$ cat config.mk
export PLATFORM = sky130hd
export DESIGN_NAME = imm_extend_pipe
export DESIGN_NICKNAME = d
export VERILOG_FILES = /design/src/rtl/imm_extend_pipe.sv
export SDC_FILE = /design/constraint.sdc
export NUM_CORES = 1
export LEC_CHECK = 0
export ABC_AREA = 1
export CORE_MARGIN = 2
export CORE_UTILIZATION = 30
export CTS_BUF_LIST = sky130_fd_sc_hd__clkbuf_4
export DETAILED_ROUTE_END_ITERATION = 16
export GPL_TIMING_DRIVEN = 0
export PLACE_DENSITY = 0.55
export SLEW_MARGIN = 20
export SYNTH_ARGS = -nofsm -noshare
export SYNTH_HDL_FRONTEND = slang
export SYNTH_SLANG_ARGS = --single-unit
$ cat constraint.sdc
create_clock -name clk -period 4.8 [get_ports clk]
set_input_delay 0.96 -clock clk [delete_from_list [all_inputs] [get_ports clk]]
set_output_delay 0.96 -clock clk [all_outputs]
set_load 0.02 [all_outputs]
$ cat src/rtl/imm_extend_pipe.sv
// LEGv8 immediate generator: two-stage valid/ready pipeline with decode in
// S1 and shift/extend in S2, plus a saturating illegal-instruction counter.
module imm_extend_pipe #(
  parameter int DATA_W    = 64,
  parameter bit SHIFT_BR  = 1'b1,
  parameter int ERR_CNT_W = 8
) (
  input  logic                 clk,
  input  logic                 rst,
  input  logic                 flush,
  input  logic                 in_valid,
  output logic                 in_ready,
  input  logic [31:0]          in_instr,
  output logic                 out_valid,
  input  logic                 out_ready,
  output logic [DATA_W-1:0]    out_imm,
  output logic [2:0]           out_fmt,
  output logic                 out_illegal,
  output logic [ERR_CNT_W-1:0] err_count
);

  if (DATA_W != 32 && DATA_W != 64) begin : g_bad_w
    $error("imm_extend_pipe: DATA_W must be 32 or 64");
  end

  typedef enum logic [2:0] {
    F_NONE = 3'd0,
    F_B    = 3'd1,
    F_CB   = 3'd2,
    F_D    = 3'd3,
    F_I    = 3'd4,
    F_IW   = 3'd5
  } fmt_e;

  // Only instr[25:0] carries immediate bits in any format.
  typedef struct packed {
    logic [25:0] body;
    fmt_e        fmt;
  } s1_t;

  localparam int unsigned BR_SH = SHIFT_BR ? 2 : 0;

  logic w_m_iw;
  logic w_m_b;
  logic w_m_cb;
  logic w_m_d;
  logic w_m_i;
  logic w_sel_iw;
  logic w_sel_b;
  logic w_sel_cb;
  logic w_sel_d;
  logic w_sel_i;
  fmt_e w_fmt;

  logic w_s2_adv;
  logic w_s1_adv;
  logic w_accept;

  logic        r_s1_valid;
  s1_t         r_s1;
  logic [63:0] w_imm64;

  assign w_m_iw = (in_instr[31:23] == 9'b110100101) |
                  (in_instr[31:23] == 9'b111100101);
  assign w_m_b  = (in_instr[30:26] == 5'b00101);
  assign w_m_cb = (in_instr[31:25] == 7'b1011010) |
                  (in_instr[31:24] == 8'b01010100);
  assign w_m_d  = (in_instr[29:27] == 3'b111) &
                  (in_instr[25:24] == 2'b00);
  assign w_m_i  = (in_instr[28:26] == 3'b100);

  // Masking makes the one-hot select exclusive, so first match wins.
  assign w_sel_iw = w_m_iw;
  assign w_sel_b  = w_m_b & ~w_m_iw;
  assign w_sel_cb = w_m_cb & ~w_m_iw & ~w_m_b;
  assign w_sel_d  = w_m_d & ~w_m_iw & ~w_m_b & ~w_m_cb;
  assign w_sel_i  = w_m_i & ~w_m_iw & ~w_m_b & ~w_m_cb & ~w_m_d;

  always_comb begin
    w_fmt = F_NONE;
    unique case (1'b1)
      w_sel_iw: w_fmt = F_IW;
      w_sel_b:  w_fmt = F_B;
      w_sel_cb: w_fmt = F_CB;
      w_sel_d:  w_fmt = F_D;
      w_sel_i:  w_fmt = F_I;
      default:  w_fmt = F_NONE;
    endcase
  end

  assign w_s2_adv = ~out_valid | out_ready;
  assign w_s1_adv = r_s1_valid & w_s2_adv;
  assign in_ready = ~r_s1_valid | w_s2_adv;
  assign w_accept = in_valid & in_ready;

  always_ff @(posedge clk or posedge rst) begin
    if (rst) begin
      r_s1_valid <= 1'b0;
      r_s1       <= '0;
    end else if (flush) begin
      r_s1_valid <= 1'b0;
    end else if (in_ready) begin
      r_s1_valid <= w_accept;
      if (w_accept) begin
        r_s1.body <= in_instr[25:0];
        r_s1.fmt  <= w_fmt;
      end
    end
  end

  // Extension is done at 64 bits and truncated, which drops high IW chunks.
  always_comb begin
    w_imm64 = '0;
    unique case (r_s1.fmt)
      F_IW: w_imm64 = {48'd0, r_s1.body[20:5]} << {r_s1.body[22:21], 4'd0};
      F_B:  w_imm64 = {{38{r_s1.body[25]}}, r_s1.body[25:0]} << BR_SH;
      F_CB: w_imm64 = {{45{r_s1.body[23]}}, r_s1.body[23:5]} << BR_SH;
      F_D:  w_imm64 = {{55{r_s1.body[20]}}, r_s1.body[20:12]};
      F_I:  w_imm64 = {52'd0, r_s1.body[21:10]};
      default: w_imm64 = '0;
    endcase
  end

  always_ff @(posedge clk or posedge rst) begin
    if (rst) begin
      out_valid   <= 1'b0;
      out_imm     <= '0;
      out_fmt     <= 3'd0;
      out_illegal <= 1'b0;
    end else if (flush) begin
      out_valid <= 1'b0;
    end else if (w_s2_adv) begin
      out_valid <= r_s1_valid;
      if (w_s1_adv) begin
        out_imm     <= DATA_W'(w_imm64);
        out_fmt     <= r_s1.fmt;
        out_illegal <= (r_s1.fmt == F_NONE);
      end
    end
  end

  always_ff @(posedge clk or posedge rst) begin
    if (rst) begin
      err_count <= '0;
    end else if (out_valid & out_ready & out_illegal & ~&err_count) begin
      err_count <= err_count + 1'b1;
    end
  end

endmodule

======== After elaboration in Yosys (flattened, before gate mapping) ========
Index checks and enable logic that the tools add are counted.
word-level totals
  register bits ........................... 107
  output and inout bits ................... 78
cells by class
  $add $sub $neg .......................... 1
  equal/unequal tests ..................... 12
  shifts and indexed selects .............. 1
  mux-type cells .......................... 6
  bitwise operators ....................... 27
  reductions and logical operators ........ 8
operator list
  kind                                                  number
  case mux 64 bit (5 select lines)                      1
  << shifter 16 x 6 -> 64 bit                           1
  equality test 9 bit (second input constant)           2
  bitwise AND 1 bit                                     16
  case mux 3 bit (5 select lines)                       1
  equality test 3 bit (second input constant)           4
  adder 8 x 1 -> 8 bit (second input constant)          1
  equality test 8 x 7 -> 1 bit (second input constant)  1
  AND reduction 8 bit                                   1
  equality test 7 bit (second input constant)           1
  NOT 1 bit                                             7
  equality test 3 x 2 -> 1 bit (second input constant)  2
  AND reduction 3 bit                                   2
  equality test 5 x 3 -> 1 bit (second input constant)  1
  2-to-1 mux 1 bit                                      4
  OR 1 bit                                              4
  nonzero test 2 bit                                    2
  equality test 3 x 1 -> 1 bit (second input constant)  1
  logical NOT 3 bit                                     1
  logical NOT 2 bit                                     1
  logical NOT 1 bit                                     1

======== Logic depth before layout (Yosys ltp) ========
  depth in word-level cells ............... 8
  depth in mapped cells ................... 9
  gate-level depth less buffers ........... 8

======== Least setup slack after synthesis ========
No wires, ideal clock.
  kind .................................... in2out
  start point ............................. input port out_ready
  end point ............................... output port in_ready
  arrival time ............................ 1.215 ns
  setup slack ............................. 2.625 ns
  stages on the path ...................... 2
  path through ............................ inv_1 nand3_1
on the way
  word-level cells in the longest chain between the ends .. 2
ends and longest elaborated chain
  what                line  source
  start: declaration  15    input logic out_ready,
  OR 1 bit            91    assign w_s2_adv = ~out_valid | out_ready;
  OR 1 bit            93    assign in_ready = ~r_s1_valid | w_s2_adv;
  end: declaration    12    output logic in_ready,
Every way passes these cells.

======== Final worst setup path ========
Ends and elaborated chain as after synthesis.

==> flow_summary.rst <==
.. list-table::
   :header-rows: 1

   * - Metric
     - Value
   * - Number of cells on the worst hold path
     - 2
   * - Share of the clock period used by the worst path
     - 67.4%
   * - Die footprint
     - 0.0211 mm^2
   * - Largest area contributor in the netlist
     - dfrtp_1
   * - Comb pwr share
     - 36.0%
   * - R2R depth
     - 7
   * - Core area
     - 0.0195 mm^2
   * - Unique cell type count in the Yosys netlist
     - 31
   * - Power density normalized to cell area
     - 337 mW/mm^2
   * - Worst skew pair latency
     - 0.50 ns
   * - Cell-internal power
     - 1.60 mW
   * - Fraction of power spent switching nets
     - 37.9%
   * - Post-synthesis instance area
     - 0.00599 mm^2
   * - Min-delay worst type
     - flop to flop
   * - Final WL
     - 18900 um
   * - Resized cells post-CTS
     - 0
   * - Final ANT Viol Nets
     - 0
   * - Clock group share of total power
     - 18.6%
   * - Buffer depth of the longest clock path
     - 2
   * - Data required time of the critical path
     - 3.84 ns
   * - R2R Path End
     - out_imm[12]$_DFFE_PP0P_
   * - CTS Hold Buffers Added
     - 0
   * - Overall Global Routing Usage
     - 18.1%
   * - Number of antenna violations at the first check in global routing
     - 0
   * - Deepest level of the CTS H-tree
     - 3
   * - Average vias per placed instance
     - 4.76
   * - Category of the worst setup path capture point
     - output port
   * - Synthesis warning total
     - 0
   * - Vias post-DR
     - 5996
   * - Final weighted congestion in routability-driven placement
     - 0.949
   * - First-pass iteration count of the detailed router
     - 5
   * - Setup crit start kind
     - primary input
   * - Worst Min Path Start
     - out_imm[40]$_DFFE_PP0P_
   * - Share of the synthesized area in the top cell type
     - 44.7%
   * - Mean post-synth cell area
     - 6.94 um^2
   * - Area growth from synthesis to final layout
     - 27.5%
   * - Relative contribution of sequential cells to total power
     - 45.4%
   * - Floorplan die width
     - 145 um
   * - Launching point of the worst reg2reg path
     - r_s1[25]$_DFFE_PP0P_
   * - Highest Clock Rate
     - 309 MHz
   * - Post-Syn Instances
     - 863
   * - Static leakage
     - 3.96 nW
   * - Clock sink count
     - 107
   * - Count of final setup violators
     - 0
   * - Total number of nets in the final design
     - 1027
   * - Max cap viols
     - 0
   * - Worst max-slew margin expressed relative to the limit
     - 64.4%
   * - Number of diodes added for antenna fixing
     - 0
   * - Synth top area cells
     - dfrtp_1, nand2_1, nand3_1
   * - Via count of the first global-routing pass
     - 5834
   * - Share of final-layout standard cells stronger than drive strength 1
     - 7.14%
   * - Port Buffer Count
     - 114
   * - Data arrival time of the worst path
     - 2.27 ns
   * - Post-synthesis sequential area ratio
     - 44.7%
   * - Clock-pin transition on the worst setup and hold timing paths
     - 0.15 ns
   * - Initial core utilization
     - 30.7%
   * - Design area
     - 0.00764 mm^2
   * - Post-Route Skew
     - 0.0268 ns
   * - Detail Placement HPWL
     - 14400 um
   * - Setup repair after global routing missed its margin
     - false
   * - Commonest cells after routing, fill and taps aside
     - nand2_1, clkdlybuf4s50_1, dfrtp_1
   * - Largest net degree at the start of global routing
     - 58
   * - Min Clock Period, post-route
     - 3.23 ns
   * - Result of the run
     - completed
   * - Max-slew violation count
     - 0
   * - Post-synthesis sequential element count
     - 107
   * - Reported net switching power
     - 974 uW
   * - Buffers inserted by post-CTS timing repair
     - 0
   * - Worst min-delay path endpoint
     - out_imm[40]$_DFFE_PP0P_
   * - CTS Buf Count
     - 9
   * - Max FO, Critical Path
     - 3
   * - Clock root cell
     - clkbuf_4
   * - Flop2flop setup slack
     - 3.08 ns
   * - Syn_nets
     - 901
   * - Most common library cell in the layout ignoring fill and taps
     - nand2_1
   * - Final WS setup
     - 1.57 ns
   * - Count of boundary I/O pins
     - 115
   * - Number of design-rule violations left by the first detailed-router iteration
     - 405
   * - Type of the setup path with the least slack
     - primary input to output port
   * - Max rail drop VDD
     - 0.000144 V
   * - TritonCTS clock tree
     - done
   * - Hold Worst Slack
     - 0.498 ns
   * - Row Count
     - 51
   * - Final core utilization
     - 39.1%
   * - Total DRC errors in the routed layout
     - 0
   * - Post-place instance area
     - 0.00750 mm^2
   * - Final Hold Vio Count
     - 0
   * - First-pass GRT wire length
     - 30600 um
   * - Overflow left after global routing
     - 0
   * - Setup slack at placement
     - 1.55 ns
   * - Transition time at the pin with the least slew margin
     - 0.534 ns
   * - Y dimension of the die
     - 145 um
   * - Final routed wire length divided by cell count
     - 15.0 um
## power groups by stage
stage,Clock (mW),Sequential [mW],Combinational [mW]
2_1_floorplan,0,1.30,0.385
3_3_place_gp,0,1.19,0.919
3_5_place_dp,0,1.19,0.929
4_1_cts,0.493,1.17,0.932
5_1_grt,0.528,1.19,1.01
6_report,0.477,1.17,0.925
## worst max-delay path by stage
stage,from,depth (start not counted),slack [ns],to
floorplan,rst,1,1.02,err_count[0]$_DFFE_PP0P_
CTS,out_ready,4,1.55,in_ready
global route,out_ready,4,1.49,in_ready
global placement,rst,2,-0.66,r_s1[11]$_DFFE_PP0P_
detailed placement,out_ready,4,1.55,in_ready
finish,out_ready,4,1.57,in_ready
## cell families (layout without fill, tap and decap cells)
| group | after synthesis | after routing | synth area share [%] |
|---|---|---|---|
| compound gates | 36 | 36 | 3.01 |
| xor+xnor | 4 | 4 | 0.585 |
| simple gates | 611 | 611 | 43.2 |
| buf+inv | 104 | 235 | 8.27 |
| flops | 107 | 107 | 44.7 |
| fa+ha+maj | 1 | 1 | 0.209 |
## cells in the mapped netlist
master	n
buf_1	4
buf_2	22
nand3_2	1
nor2_2	1
nor2_4	2
nand2_2	1
nor2_1	79
a21oi_1	5
nand4_1	47
nand2_4	1
nand4_2	1
dfrtp_1	107
o21ai_0	28
xor2_1	3
nand3_1	75
o21ai_1	3
inv_1	34
clkbuf_1	21
buf_6	7
xnor2_1	1
nand3b_1	1
nor3_1	8
ha_1	1
clkbuf_2	3
inv_2	6
nand2_1	392
inv_4	1
nor2_8	1
clkinv_1	1
buf_4	5
nand3_4	1
## through the flow
step | std cells | setup TNS [ns] | power [mW]
final | 1259 | 0 | 2.57
after global routing | 1259 | 0 | 2.73
after CTS | 1259 | 0 | 2.59
after detailed placement | 1243 | 0 | 2.12
after global placement | 1242 | -69.23 | 2.11
after floorplan | 863 | 0 | 1.68
## worst max-delay path, cell delays in order
cell and delay (ns):
clkdlybuf4s50_1 0.50, inv_1 0.07, nand3_1 0.11, clkdlybuf4s50_1 0.63
## flip-flops by register name, summed over array words and instances (netlist names)
name	flops
err_count	8
out_fmt	3
out_illegal	1
out_imm	64
out_valid	1
r_s1	29
r_s1_valid	1
## metal layers
layer	part of all wire, %	global-route usage [%]	wire (um)
met1	44	23.4	8380
met2	46	29.4	8620
met3	7.0	4.72	1320
met4	2.9	6.37	548
met5	0	0	0
## final cells by class
class / count / area, um^2
buffer: 62 / 335
clock buffer: 10 / 75.1
clock inverter: 6 / 65.1
fill: 2132 / 11900
inverter: 42 / 165
multi-input combinational: 652 / 2820
sequential: 107 / 2680
tap: 265 / 332
timing repair buffer: 115 / 1170
Power figures use the tool's default switching activity.
